`config.mk`:
```
export PLATFORM = sky130hd
export DESIGN_NAME = cart_mem_arb
export DESIGN_NICKNAME = d
export VERILOG_FILES = /design/src/rtl/cart_mem_arb.sv
export SDC_FILE = /design/constraint.sdc
export NUM_CORES = 1
export LEC_CHECK = 0
export BUFFER_PORTS_ARGS = -buffer_cell sky130_fd_sc_hd__buf_2
export CORE_UTILIZATION = 56
export DETAILED_ROUTE_END_ITERATION = 6
export PLACE_DENSITY = 0.85
export SYNTH_ARGS = -nofsm -noshare
export SYNTH_HDL_FRONTEND = slang
export SYNTH_SLANG_ARGS = --single-unit
```
`constraint.sdc`:
```
create_clock -name CLK -period 14.2 [get_ports CLK]
set_clock_uncertainty 0.1 [all_clocks]
set_input_delay 2.84 -clock CLK [delete_from_list [all_inputs] [get_ports CLK]]
set_output_delay 2.84 -clock CLK [all_outputs]
set_load 0.02 [all_outputs]
```
`src/rtl/cart_mem_arb.sv`:
```
// Cartridge memory arbiter: MD 68k and 32X SH2 share one memory port.
// Periodic refresh is scheduled in between and can preempt when overdue.
module cart_mem_arb #(
  parameter int AW           = 23,
  parameter int REF_INT      = 384,
  parameter int REF_URGENT   = 64,
  parameter int MD_BURST_MAX = 2
) (
  input  logic          CLK,
  input  logic          RST,
  input  logic [AW-1:0] MD_A,
  input  logic [15:0]   MD_DI,
  input  logic          MD_RD,
  input  logic          MD_WRL,
  input  logic          MD_WRH,
  output logic [15:0]   MD_DO,
  output logic          MD_WAIT,
  input  logic [AW-1:0] SH_A,
  input  logic [15:0]   SH_DI,
  input  logic          SH_RD,
  input  logic          SH_WRL,
  input  logic          SH_WRH,
  output logic [15:0]   SH_DO,
  output logic          SH_ACK,
  output logic [AW-1:0] MEM_A,
  output logic [15:0]   MEM_DO,
  input  logic [15:0]   MEM_DI,
  output logic          MEM_RD,
  output logic          MEM_WE,
  output logic [1:0]    MEM_BE,
  output logic          MEM_REF,
  input  logic          MEM_ACK
);

  localparam int RW = (REF_INT > 1) ? $clog2(REF_INT) : 1;
  localparam int UW = $clog2(REF_URGENT + 1);
  localparam int BW = $clog2(MD_BURST_MAX + 1);
  localparam logic [RW-1:0] REF_LAST  = RW'(REF_INT - 1);
  localparam logic [UW-1:0] URG_MAX   = UW'(REF_URGENT);
  localparam logic [BW-1:0] BURST_MAX = BW'(MD_BURST_MAX);

  typedef enum logic [1:0] {IDLE, MD_ACC, SH_ACC, REF} state_t;

  state_t state, state_nx;

  logic          md_any_q, md_pend, md_rd, md_wl, md_wh;
  logic [AW-1:0] md_a;
  logic [15:0]   md_d, md_do_r;
  logic          sh_any_q, sh_pend, sh_rd, sh_wl, sh_wh;
  logic [AW-1:0] sh_a;
  logic [15:0]   sh_d, sh_do_r;
  logic          sh_ack_r;
  logic [RW-1:0] ref_cnt;
  logic [UW-1:0] urg_cnt;
  logic          ref_pend;
  logic [BW-1:0] burst;

  logic md_any, md_new, sh_any, sh_new;
  logic ref_wrap, urgent, md_done, sh_done, ref_done;

  assign md_any   = MD_RD | MD_WRL | MD_WRH;
  assign sh_any   = SH_RD | SH_WRL | SH_WRH;
  assign md_new   = md_any & ~md_any_q;
  assign sh_new   = sh_any & ~sh_any_q;
  assign ref_wrap = (ref_cnt == REF_LAST);
  assign urgent   = ref_pend & (urg_cnt == URG_MAX);
  assign md_done  = (state == MD_ACC) & MEM_ACK;
  assign sh_done  = (state == SH_ACC) & MEM_ACK;
  assign ref_done = (state == REF) & MEM_ACK;

  // The 68k is held from the very cycle its strobe edge is seen
  assign MD_WAIT = ~RST & (md_new | md_pend);
  assign MD_DO   = md_do_r;
  assign SH_DO   = sh_do_r;
  assign SH_ACK  = sh_ack_r;

  always_comb begin
    state_nx = state;
    unique case (state)
      IDLE: begin
        if (urgent)
          state_nx = REF;
        else if (md_pend && (burst < BURST_MAX || !sh_pend))
          state_nx = MD_ACC;
        else if (sh_pend)
          state_nx = SH_ACC;
        else if (ref_pend)
          state_nx = REF;
      end
      default: if (MEM_ACK) state_nx = IDLE;
    endcase
  end

  always_comb begin
    MEM_A   = '0;
    MEM_DO  = '0;
    MEM_RD  = 1'b0;
    MEM_WE  = 1'b0;
    MEM_BE  = 2'b00;
    MEM_REF = 1'b0;
    unique case (state)
      MD_ACC: begin
        MEM_A  = md_a;
        MEM_DO = md_d;
        MEM_RD = md_rd;
        MEM_WE = md_wl | md_wh;
        MEM_BE = md_rd ? 2'b11 : {md_wh, md_wl};
      end
      SH_ACC: begin
        MEM_A  = sh_a;
        MEM_DO = sh_d;
        MEM_RD = sh_rd;
        MEM_WE = sh_wl | sh_wh;
        MEM_BE = sh_rd ? 2'b11 : {sh_wh, sh_wl};
      end
      REF:     MEM_REF = 1'b1;
      default: ;
    endcase
  end

  always_ff @(posedge CLK or posedge RST) begin
    if (RST) begin
      state <= IDLE;
      burst <= '0;
    end else begin
      state <= state_nx;
      if (state == IDLE && state_nx == MD_ACC) begin
        if (burst != BURST_MAX) burst <= burst + 1'b1;
      end else if (state == IDLE && state_nx != IDLE) begin
        burst <= '0;
      end
    end
  end

  always_ff @(posedge CLK or posedge RST) begin
    if (RST) begin
      md_any_q <= 1'b0;
      md_pend  <= 1'b0;
      md_a     <= '0;
      md_d     <= '0;
      md_rd    <= 1'b0;
      md_wl    <= 1'b0;
      md_wh    <= 1'b0;
      md_do_r  <= '0;
    end else begin
      md_any_q <= md_any;
      if (md_new && !md_pend) begin
        md_pend <= 1'b1;
        md_a    <= MD_A;
        md_d    <= MD_DI;
        md_rd   <= MD_RD;
        md_wl   <= MD_WRL;
        md_wh   <= MD_WRH;
      end else if (md_done) begin
        md_pend <= 1'b0;
        if (md_rd) md_do_r <= MEM_DI;
      end
    end
  end

  always_ff @(posedge CLK or posedge RST) begin
    if (RST) begin
      sh_any_q <= 1'b0;
      sh_pend  <= 1'b0;
      sh_a     <= '0;
      sh_d     <= '0;
      sh_rd    <= 1'b0;
      sh_wl    <= 1'b0;
      sh_wh    <= 1'b0;
      sh_do_r  <= '0;
      sh_ack_r <= 1'b0;
    end else begin
      sh_any_q <= sh_any;
      sh_ack_r <= sh_done;
      if (sh_new && !sh_pend) begin
        sh_pend <= 1'b1;
        sh_a    <= SH_A;
        sh_d    <= SH_DI;
        sh_rd   <= SH_RD;
        sh_wl   <= SH_WRL;
        sh_wh   <= SH_WRH;
      end else if (sh_done) begin
        sh_pend <= 1'b0;
        if (sh_rd) sh_do_r <= MEM_DI;
      end
    end
  end

  // A wrap while a refresh is already owed is absorbed into that one
  always_ff @(posedge CLK or posedge RST) begin
    if (RST) begin
      ref_cnt  <= '0;
      urg_cnt  <= '0;
      ref_pend <= 1'b0;
    end else begin
      ref_cnt <= ref_wrap ? '0 : ref_cnt + 1'b1;
      if (ref_done) begin
        ref_pend <= ref_wrap;
        urg_cnt  <= '0;
      end else begin
        if (ref_wrap) ref_pend <= 1'b1;
        if (ref_pend && urg_cnt != URG_MAX) urg_cnt <= urg_cnt + 1'b1;
      end
    end
  end

endmodule
```
==> flow_summary.yaml <==
setup_path:
  crit_path_max_fanout: 3
  crit_type: "in -> out"
  start_kind: "input pin"
  cp.required_ns: 11.26
  cp-end-kind: "output pin"
  crit_path_top_delay_cell: "nor3_1"
  crit_arrival_ns: 3.76
  crit_chain: "buf_2 -> nor3_1 -> nor2_1 -> nor2_1 -> nor2_1 -> buf_2"
  cpPeakStageDelay_ns: 0.34
  crit_path_frequent_cell: "nor2_1"
cts:
  cts_setup_buffers: 0
  cts_tree: "built"
  ctsResizeCount: 0
  cts_buffers: 17
  cts_max_level: 4
  cts_root_buffer: "clkbuf_8"
  cts_sinks: 142
  ctsLongestPathBuffers: 2
  clk_latency_ns: 0.52
  ctsHoldBuffers: 0
  clk_pin_slew_worst_paths_ns: 0.06
global_routing:
  antenna_found_initial: 0
  overflow: 0
  grt_first_pass_wirelength_um: 22820
  grt_util_met1: 0.2974
  gr-usage-met3: 0.09383
  grt_usage: 0.2593
  use_met2: 0.4441
  grt_pass1_vias: 4734
  grt-busiest-layer: "met2"
  grt_max_degree: 88
synth:
  syn_nets: 596
  synth_area_per_cell_um2: 12.94
  synth_area_leader_cell: "dfrtp_1"
  yosysMostFrequentCell: "dfrtp_1"
  ys_types: 38
  netlist_area_um2: 6277
  synth_common_cells: "dfrtp_1, mux2_2, nor2b_1"
  synth-seq-cells: 142
  ys_async_sr_fraction: 1.000
  seq_area_frac_synth: 0.5661
  synth_area_leaders: "dfrtp_1, mux2_2, a22oi_1"
  yosys_warnings: 0
  ys.flop_type: "dfrtp_1"
  synthCells: 485
  synth.top_cell.area_share: 0.5661
  synth_edf_count: 0
cells_and_area:
  layout.nets: 769
  syn_to_final_growth_pct: 24.54
  diodes: 0
  final_util: 0.7180
  drive_gt1_frac: 0.4918
  seq_area_um2: 3553
  fillCellCount: 779
  multi_input_area_um2: 2532
  stdcell_area_um2: 7818
pwr:
  peakVddDrop_uv: 136.9
  power_density_nw_per_um2: 232.0
  p_leak_nw: 3.747
detailed_routing:
  drc_errors: 0
  via_per_inst: 5.498
  drtIter0Drc: 223
  dr_total_vias: 4459
  wl_um: 14160
  drt_first_pass_iters: 4
  post_drt_wl_per_cell_um: 17.46
  drtAntennaViolNets: 0
die:
  rows: 38
  die_x_um: 107.9
  core_area_um2: 10890
  dieArea_um2: 11640
  initial_core_util: 0.5765
  die_h_um: 107.9
  io_pins: 181
placement:
  hpwlAfterDp_um: 9375
  post_dp_cell_area_um2: 7238
  gp_congestion: 0.8134
  port_buffers: 180
timing:
  finalSetupViolations: 0
  final-hold-violation-count: 0
  worst_pin_slew_ns: 1.224
  fmax_ghz: 0.1493
  period_share: 0.4718
  grt_setup_unrepaired: "false"
  period_minus_slack_ns: 6.700
  hold-worst-slack_ns: 0.3697
  fin_tns_setup_ns: 0
  relSlewSlack: 0.1838
  report.final.slew_viol_count: 0
flow_run:
  maxCapViolCount: 0
worst_hold_path:
  holdCritPathClass: "reg -> reg"
run_status:
  status: "finished, final reports clean"
[metrics by stage]
| stage | power [mW] | setup slack, ns | std cells |
|---|---|---|---|
| 2_1_floorplan | 1.175 | 7.450 | 485 |
| 4_1_cts | 1.829 | 7.513 | 811 |
| 6_report | 1.814 | 7.500 | 811 |
| 5_1_grt | 1.921 | 7.417 | 811 |
| 3_5_place_dp | 1.391 | 7.511 | 779 |
| 3_3_place_gp | 1.351 | 7.513 | 779 |
[final cells by class]
type	count	area share
tap	140	0.02241
timing repair buffer	183	0.1181
clock inverter	5	0.009923
sequential	142	0.4545
clock buffer	27	0.06418
inverter	13	0.006882
multi-input combinational	301	0.3239
[critical path: cells and delay by family]
kind / cells / cell delay (ns)
buffers and inverters: 2 / 0.26
and+or+nand+nor: 4 / 0.65
[placed cells by master, fill, tap and decap left out, types with 7 or more instances in the layout]
cell type,netlist,final
nor2b_1,41,41
nand2_1,14,14
nor2_1,15,15
mux2_4,10,10
nand3_1,8,8
a22oi_1,40,40
o21ai_0,16,16
mux2_2,103,103
inv_1,13,12
dfrtp_1,142,142
clkbuf_16,0,16
ha_1,8,7
buf_2,9,180
[worst paths after layout]
path	start	end	slack, ns	depth (start not counted)
setup reg to reg	state[0]	SH_DO[13]	11.52	6
min in group asynchronous	RST	SH_DO[14]	2.39	2
max in group asynchronous	RST	sh_a[22]	10.40	3
hold reg to reg	ref_cnt[6]	ref_cnt[6]	0.37	1
setup / recovery	MD_WRL	MD_WAIT	7.50	6
hold / removal	ref_cnt[6]	ref_cnt[6]	0.37	1
[registers in the layout (all words and copies together), names as in the netlist, 7 cells and up]
register  count
md_a         23
sh_a         23
MD_DO        16
SH_DO        16
md_d         16
sh_d         16
ref_cnt       9
urg_cnt       7
[kinds of logic after synthesis]
kind of cell	synth area share
AND/OR/NAND/NOR	0.08431
multiplexers	0.2087
buffers and inverters	0.03109
adder cells (fa/ha/maj)	0.01595
XOR/XNOR	0.01256
flip-flops	0.5661
AO/OA/AOI/OAI	0.08133
[power breakdown]
part	leakage (nW)	switching [mW]	internal, mW
registers	1.72	0.107	0.582
logic	1.74	0.372	0.322
clock network	0.282	0.157	0.273
[routing by layer]
metal	wire length (µm)	vias to the layer above
li1	-	2067
met1	5594	2189
met2	7085	181
met3	1271	22
met4	208	0
met5	0	-
No activity file was read; power rests on OpenSTA's default activity.
